==> src/rtl/product_bcd_converter_pkg.sv <==
// Shared constants for the product binary-to-BCD converter.
// State encoding and double-dabble digit adjust values.
package product_bcd_converter_pkg;

  typedef enum logic [1:0] {
    IDLE  = 2'd0,
    SHIFT = 2'd1,
    DONE  = 2'd2
  } state_t;

  localparam int         DIGIT_W    = 4;
  localparam logic [3:0] ADJ_THRESH = 4'd5;
  localparam logic [3:0] ADJ_ADD    = 4'd3;

endpackage

==> src/rtl/product_bcd_converter_adjust.sv <==
// Single BCD digit pre-shift correction for double-dabble.
// Adds 3 to any digit of 5 or more; otherwise passes it through.
module bcd_digit_adjust
  import product_bcd_converter_pkg::*;
(
  input  logic [DIGIT_W-1:0] digit,
  output logic [DIGIT_W-1:0] adj
);

  assign adj = (digit >= ADJ_THRESH) ? digit + ADJ_ADD : digit;

endmodule

==> src/rtl/product_bcd_converter.sv <==
// Sequential double-dabble converter: one bit per clock,
// start/done handshake, result held until the next conversion.
module product_bcd_converter
  import product_bcd_converter_pkg::*;
#(
  parameter int WIDTH  = 8,
  parameter int DIGITS = 3
) (
  input  logic                  clk,
  input  logic                  reset,
  input  logic                  start,
  input  logic [WIDTH-1:0]      bin_in,
  output logic [4*DIGITS-1:0]   bcd,
  output logic                  busy,
  output logic                  done
);

  localparam int CW = (WIDTH > 1) ? $clog2(WIDTH) : 1;
  localparam int SW = DIGIT_W * DIGITS;

  state_t          state_q;
  state_t          state_d;
  logic [WIDTH-1:0] bin_q;
  logic [WIDTH-1:0] bin_sh;
  logic [SW-1:0]   scr_q;
  logic [SW-1:0]   scr_adj;
  logic [SW-1:0]   scr_sh;
  logic [CW-1:0]   cnt_q;
  logic            last;

  for (genvar k = 0; k < DIGITS; k++) begin : g_adj
    bcd_digit_adjust u_adj (
      .digit (scr_q[k*DIGIT_W +: DIGIT_W]),
      .adj   (scr_adj[k*DIGIT_W +: DIGIT_W])
    );
  end

  assign bin_sh = {bin_q[WIDTH-2:0], 1'b0};
  assign scr_sh = {scr_adj[SW-2:0], bin_q[WIDTH-1]};
  assign last   = (cnt_q == CW'(WIDTH - 1));

  always_comb begin
    state_d = state_q;
    busy    = 1'b0;
    done    = 1'b0;
    unique case (state_q)
      IDLE: begin
        if (start) state_d = SHIFT;
      end
      SHIFT: begin
        busy = 1'b1;
        if (last) state_d = DONE;
      end
      DONE: begin
        busy    = 1'b1;
        done    = 1'b1;
        state_d = IDLE;
      end
      default: state_d = IDLE;
    endcase
  end

  // bcd is loaded on the final shift edge so it is valid during DONE
  always_ff @(posedge clk) begin
    if (reset) begin
      state_q <= IDLE;
      bin_q   <= '0;
      scr_q   <= '0;
      cnt_q   <= '0;
      bcd     <= '0;
    end else begin
      state_q <= state_d;
      unique case (state_q)
        IDLE: begin
          if (start) begin
            bin_q <= bin_in;
            scr_q <= '0;
            cnt_q <= '0;
          end
        end
        SHIFT: begin
          bin_q <= bin_sh;
          scr_q <= scr_sh;
          cnt_q <= cnt_q + 1'b1;
          if (last) bcd <= scr_sh;
        end
        default: ;
      endcase
    end
  end

endmodule

==> config.mk <==
export PLATFORM = sky130hd
export DESIGN_NAME = product_bcd_converter
export DESIGN_NICKNAME = d
export VERILOG_FILES = /design/src/rtl/product_bcd_converter_pkg.sv /design/src/rtl/product_bcd_converter_adjust.sv /design/src/rtl/product_bcd_converter.sv
export SDC_FILE = /design/constraint.sdc
export NUM_CORES = 1
export LEC_CHECK = 0
export ABC_AREA = 1
export CAP_MARGIN = 40
export CORE_AREA = 3 3 76 78
export CTS_CLUSTER_DIAMETER = 150
export DETAILED_ROUTE_END_ITERATION = 7
export DIE_AREA = 0 0 79 81
export GPL_ROUTABILITY_DRIVEN = 0
export PLACE_DENSITY = 0.6
export SETUP_SLACK_MARGIN = 0.3
export SLEW_MARGIN = 0
export SYNTH_ARGS = -nofsm -noshare
export SYNTH_HDL_FRONTEND = slang
export SYNTH_HIERARCHICAL = 1
export SYNTH_SLANG_ARGS = --single-unit
==> constraint.sdc <==
create_clock -name clk -period 3 [get_ports clk]
set_input_delay 0.45 -clock clk [delete_from_list [all_inputs] [get_ports clk]]
set_output_delay 0.45 -clock clk [all_outputs]
set_load 0.005 [all_outputs]
# ---- Word level (Yosys, flattened, before mapping)
# Index checks and enable logic that the tools add are counted.
dict set report totals {
  ff_bits 37
  in_bits 11
  out_inout_bits 14
  elab_cells 37
}
dict set report classes {
  addsub 4
  magnitude_cmp 3
  eq_ne 5
  n_mux 14
  n_reduce_logical 6
}
# operator count
set ops {}
lappend ops {{case mux 12 bit (2 select lines)} 1}
lappend ops {{case mux 8 bit (2 select lines)} 1}
lappend ops {{greater-or-equal comparator 4 x 3 -> 1 bit, second input constant} 3}
lappend ops {{two-way mux 12 bit} 1}
lappend ops {{adder 4 x 2 -> 4 bit, second input constant} 2}
lappend ops {{two-way mux 4 bit} 2}
lappend ops {{two-way mux 8 bit} 1}
lappend ops {{two-way mux 3 bit} 2}
lappend ops {{case mux 3 bit (2 select lines)} 1}
lappend ops {{AND reduction 2 bit} 3}
lappend ops {{two-way mux 2 bit} 2}
lappend ops {{inequality test 2 bit, second input constant} 2}
lappend ops {{case mux 2 bit (2 select lines)} 1}
lappend ops {{adder 3 x 1 -> 3 bit, second input constant} 1}
lappend ops {{adder 3 x 2 -> 3 bit, second input constant} 1}
lappend ops {{== test 3 bit, second input constant} 1}
lappend ops {{== test 2 x 1 -> 1 bit, second input constant} 1}
lappend ops {{== test 2 bit, second input constant} 1}
lappend ops {{zero test 2 bit} 1}
lappend ops {{two-way mux 1 bit} 2}
lappend ops {{nonzero test 2 bit} 1}
lappend ops {{OR reduction 2 bit} 1}

# ---- Logic depth before layout (Yosys ltp)
dict set report logic_depth {
  depth_word 3
  mapped_depth 9
  mapped_depth_nobuf 9
}

# ---- By module
# The synthesis kept the hierarchy.
# mod n_inst cells_each area_each_um2 seq_area_each_um2
set by_module_without_submodules {}
lappend by_module_without_submodules {product_bcd_converter 1 224 1642.8 740.7}
lappend by_module_without_submodules {bcd_digit_adjust 3 23 135.1 0.0}

# ---- Worst setup path before layout
# Ideal clock, no wire load.
dict set report synth_path {
  path_type {reg2reg}
  start {register scr_q[0]}
  end {register bcd[2]}
  setup_time_ns 0.116
  arrival_time_ns 1.162
  t_required_ns 2.884
  slack_ns 1.722
  path_stages_with_launch 9
  path_buffers 0
  synth_period_minus_slack_ns 1.278
  path_cell_list {dfxtp_1 > inv_1 > ha_1 > nor2_4 > nor2_4 > nand2_1 > o21ai_2 > o21ai_0 > nor2_1}
}
dict set report synth_between {
  elab_chain_len 2
  elab_cells_between_ends 3
  classes_between {add/sub: 1; order compare: 1; mux: 1}
}
# element line_no
set synth_rtl {}
lappend synth_rtl {{start, declared} product_bcd_converter.sv:25} ;# logic [SW-1:0] scr_q;
lappend synth_rtl {{start signal, assigned} product_bcd_converter.sv:83} ;# scr_q <= scr_sh;
lappend synth_rtl {{adder 4 x 2 -> 4 bit or greater-or-equal comparator 4 x 3 -> 1 bit (tied branches)} product_bcd_converter_adjust.sv:10} ;# assign adj = (digit >= ADJ_THRESH) ? digit + ADJ_ADD : digit;
lappend synth_rtl {{two-way mux 4 bit *} product_bcd_converter_adjust.sv:10}
lappend synth_rtl {{via scr_adj[1]} product_bcd_converter.sv:26} ;# logic [SW-1:0] scr_adj;
lappend synth_rtl {{end signal, assigned} product_bcd_converter.sv:85} ;# if (last) bcd <= scr_sh;
lappend synth_rtl {{end, declared} product_bcd_converter.sv:13} ;# output logic [4*DIGITS-1:0] bcd,
# The timed path passes the listed nets; every way through them passes the cells marked *.
# A chain may end at the register's enable or synchronous reset.

# ---- Worst setup path after layout
dict set report layout_path {
  start {register state_q[0]}
  end {output busy}
}
dict set report layout_between {
  elab_chain_len 3
  elab_cells_between_ends 4
  classes_between {eq/ne: 2; mux: 1; reduce/logical: 1}
}
# element line_no
set layout_rtl {}
lappend layout_rtl {{start, declared} product_bcd_converter.sv:21} ;# state_t state_q;
lappend layout_rtl {{start signal, assigned} product_bcd_converter.sv:72} ;# state_q <= state_d;
lappend layout_rtl {{== test 2 x 1 -> 1 bit or == test 2 bit (tied branches)} product_bcd_converter.sv:46} ;# unique case (state_q)
lappend layout_rtl {{OR reduction 2 bit (no source line) *} -}
lappend layout_rtl {{two-way mux 1 bit *} product_bcd_converter.sv:46}
lappend layout_rtl {{end, declared} product_bcd_converter.sv:14} ;# output logic busy,
# Every way passes the cells marked *; elsewhere a longest branch is shown, timed or not.

==> results.md <==
| Stage | Parameter | Reported |
|---|---|---|
| status | Status | completed |
| min path | Worst hold start | bcd[11] |
| grt | Aggregate global routing overflow | 0 |
| grt | Global-route wire length before repair | 6820 µm |
| clock network | Buffer count from post-CTS setup fixing | 0 |
| cells and area | Antenna diodes | 0 |
| power | Switching power | 507 µW |
| floorplan | Full die area | 0.00640 mm² |
| floorplan | Floorplan Core Area | 0.00514 mm² |
| cells and area | Fill cell total of the finished layout | 560 |
| route | Residual DRC | 0 |
| synth | Number of warnings printed during yosys synthesis | 6 |
| grt | Pin count of the biggest net entering global routing | 24 |
| job | MaxCap Viol Count | 0 |
| synth | Post-Synthesis Cells | 288 |
| timing | Final period utilization | 0.655 |
| grt | Grt met1 use | 0.162 |
| setup path | Reg2Reg Capture Point | bin_q[2] |
| setup path | Stage delay of the slowest cell on the critical path | 490 ps |
| setup path | Required @ worst endpoint | 2550 ps |
| grt | Via count of the first global-routing pass | 1568 |
| timing | Max-slew headroom | 0.501 |
| power | Static leakage power | 0.000936 µW |
| grt | Peak-usage layer in the global routing report | met2 |
| route | Number of detailed-route iterations in the first pass | 4 |
| timing | Final setup skew | 5.02 ps |
| setup path | Arr. time, crit path | 1520 ps |
| clock network | Clk Tree Root Cell | clkbuf_8 |
| place | Input/output buffers | 24 |
| timing | Setup repair after global routing missed its margin | false |
| timing | Setup violations, final | 0 |
| clock network | Later-pin clock latency in the skew report | 290 ps |
| grt | Number of antenna violations at the first check in global routing | 0 |
| timing | Post-Route Setup TNS | 0 ps |
| route | Number of nets with antenna violations after routing | 0 |
| route | Vias per std cell | 4.70 |
| setup path | Worst Path Max Fanout | 4 |
| route | Total via count in the routed design | 1772 |
| power | Worst vdd rail ir drop | 0.449 mV |
| setup path | Depth of the worst register-to-register path | 7 |
| place | Placed cell count | 370 |
| clock network | Clock slew seen by the registers of the worst setup and hold paths | 70 ps |
| cells and area | Most frequent standard cell in the layout excluding fill and tap cells | nand2_1 |
| grt | Met3 demand-to-capacity share in global routing | 0.0310 |
| cells and area | Most frequent cells in the layout | nand2_1 (47), nor2_1 (45), nand3_1 (38) |
| cells and area | Sequential cell area | 741 µm² |
| cells and area | Area used by multi-input combinational logic | 0.00105 mm² |
| setup path | CP max-delay cell | clkdlybuf4s50_1 |
| floorplan | Placement row count | 26 |
| power | Total power divided by cell area | 605 mW/mm² |
| setup path | Cells along the critical path | inv_1, ha_1, clkdlybuf4s50_1 |
| setup path | Crit end category | output pin |
| clock network | Number of buffers inserted by hold repair at cts | 0 |
| grt | Met2 routing resource usage after global routing | 0.221 |
| cells and area | Area grow syn2layout | 16.3% |
| clock network | Clock Sink Count | 37 |
| min path | Class of the tightest hold or removal check | reg -> reg |
| timing | Final period demand of the worst path | 1970 ps |
| route | Post-Route WL | 3850 µm |
| floorplan | Starting Density | 0.393 |
| place | Half-perimeter wire length after detailed placement | 2730 µm |
| setup path | Startpoint of the lowest-slack register-to-register path | state_q[1] |
| timing | Pins Over Slew Limit | 0 |
| route | Routed length per instance | 10.2 µm |
| clock network | CTS tree | built |
| clock network | Cts bufs inserted | 5 |
| cells and area | Net count, final | 330 |
| power | Combinational cell fraction of total power | 0.331 |
| setup path | Classification of the worst setup path | reg -> out |
| clock network | Number of levels in the clock H-tree | 2 |
| synth | Cell area after synthesis | 0.00202 mm² |
| power | Cell-internal power | 915 µW |
| timing | Peak Freq | 0.509 GHz |
| power | Reg power frac | 0.422 |
| cells and area | Share of cells above drive strength 1 | 0.0977 |
| grt | Gr usage total | 0.132 |
| min path | Cell depth of the worst min-delay path | 2 |
| setup path | Slack of the worst reg-to-reg path | 1070 ps |
| setup path | Startpoint types | register |
| timing | Final Hold Fails | 0 |
| floorplan | IO Count | 25 |
| min path | Hold Path End | bcd[11] |
| floorplan | Horiz. Die Dim | 79 µm |
| synth | Mapped Nets | 311 |
| floorplan | Die extent in y | 81 µm |
| power | Proportion of total power due to net switching | 0.356 |
| power | Share of power burned in the clock network | 0.247 |
| route | Detailed router's first-iteration violation count | 64 |
| synth | Post-Syn Area per Cell | 7.02 µm² |
| clock network | Count of cells resized by post-cts repair | 0 |
| timing | Slew at the pin closest to its max-slew limit | 746 ps |
| cells and area | Count of placed standard cells in the final layout, fillers left out | 377 |
| clock network | Number of buffers between clock root and the deepest sink | 2 |
==> metal layers <==
metal  wire (µm)  part of all wire
met5           0                 0
met4          62             0.016
met3         219             0.057
met2        1660              0.43
met1        1910              0.50
==> worst max-delay path: cells and delay by family, from the launching register on <==
| family | cells | cell delay (ps) |
|---|---|---|
| buffers and inverters | 2 | 570 |
| DFF | 1 | 390 |
| adders and majority gates | 1 | 270 |
==> sequential cells by signal, summed over array words and instances (netlist names) <==
name,cells
bcd,12
bin_q,8
cnt_q,3
scr_q,12
state_q,2
==> per-stage QoR <==
stage / total power (µW) / cell area (µm²) / util / hold WS [ps] / setup WS, ps
2_1_floorplan: 1000 / 2020 / - / 457 / 1720
3_3_place_gp: 1080 / 2270 / 0.441 / 460 / 1010
3_5_place_dp: 1080 / 2270 / 0.441 / 459 / 996
4_1_cts: 1440 / 2350 / 0.458 / 470 / 1010
5_1_grt: 1530 / 2350 / 0.458 / 492 / 820
6_report: 1420 / 2350 / 0.458 / 467 / 1030
==> final cells by class <==
class / count / share of cell area
well taps: 70 / 0.0372
inverters: 36 / 0.0574
flip-flops and latches: 37 / 0.315
repair buffers: 26 / 0.109
multi-input cells: 201 / 0.445
clock buffers: 7 / 0.0367
==> worst max path at each step <==
stage	slack, ps	from	endpoint
4_1_cts	1010	state_q[0]	busy
5_1_grt	820	state_q[1]	bin_q[1]
2_1_floorplan	1720	scr_q[0]	bcd[2]
6_report	1030	state_q[0]	busy
3_5_place_dp	1000	start	bin_q[0]
3_3_place_gp	1010	start	bin_q[4]
==> power groups by stage <==
stage	clock network (µW)	registers, µW	logic (µW)
6_report	351	600	471
5_1_grt	382	611	541
4_1_cts	364	600	476
3_5_place_dp	0	611	473
3_3_place_gp	0	610	474
2_1_floorplan	0	601	400
Note: power is estimated with default switching activity, not from simulation.
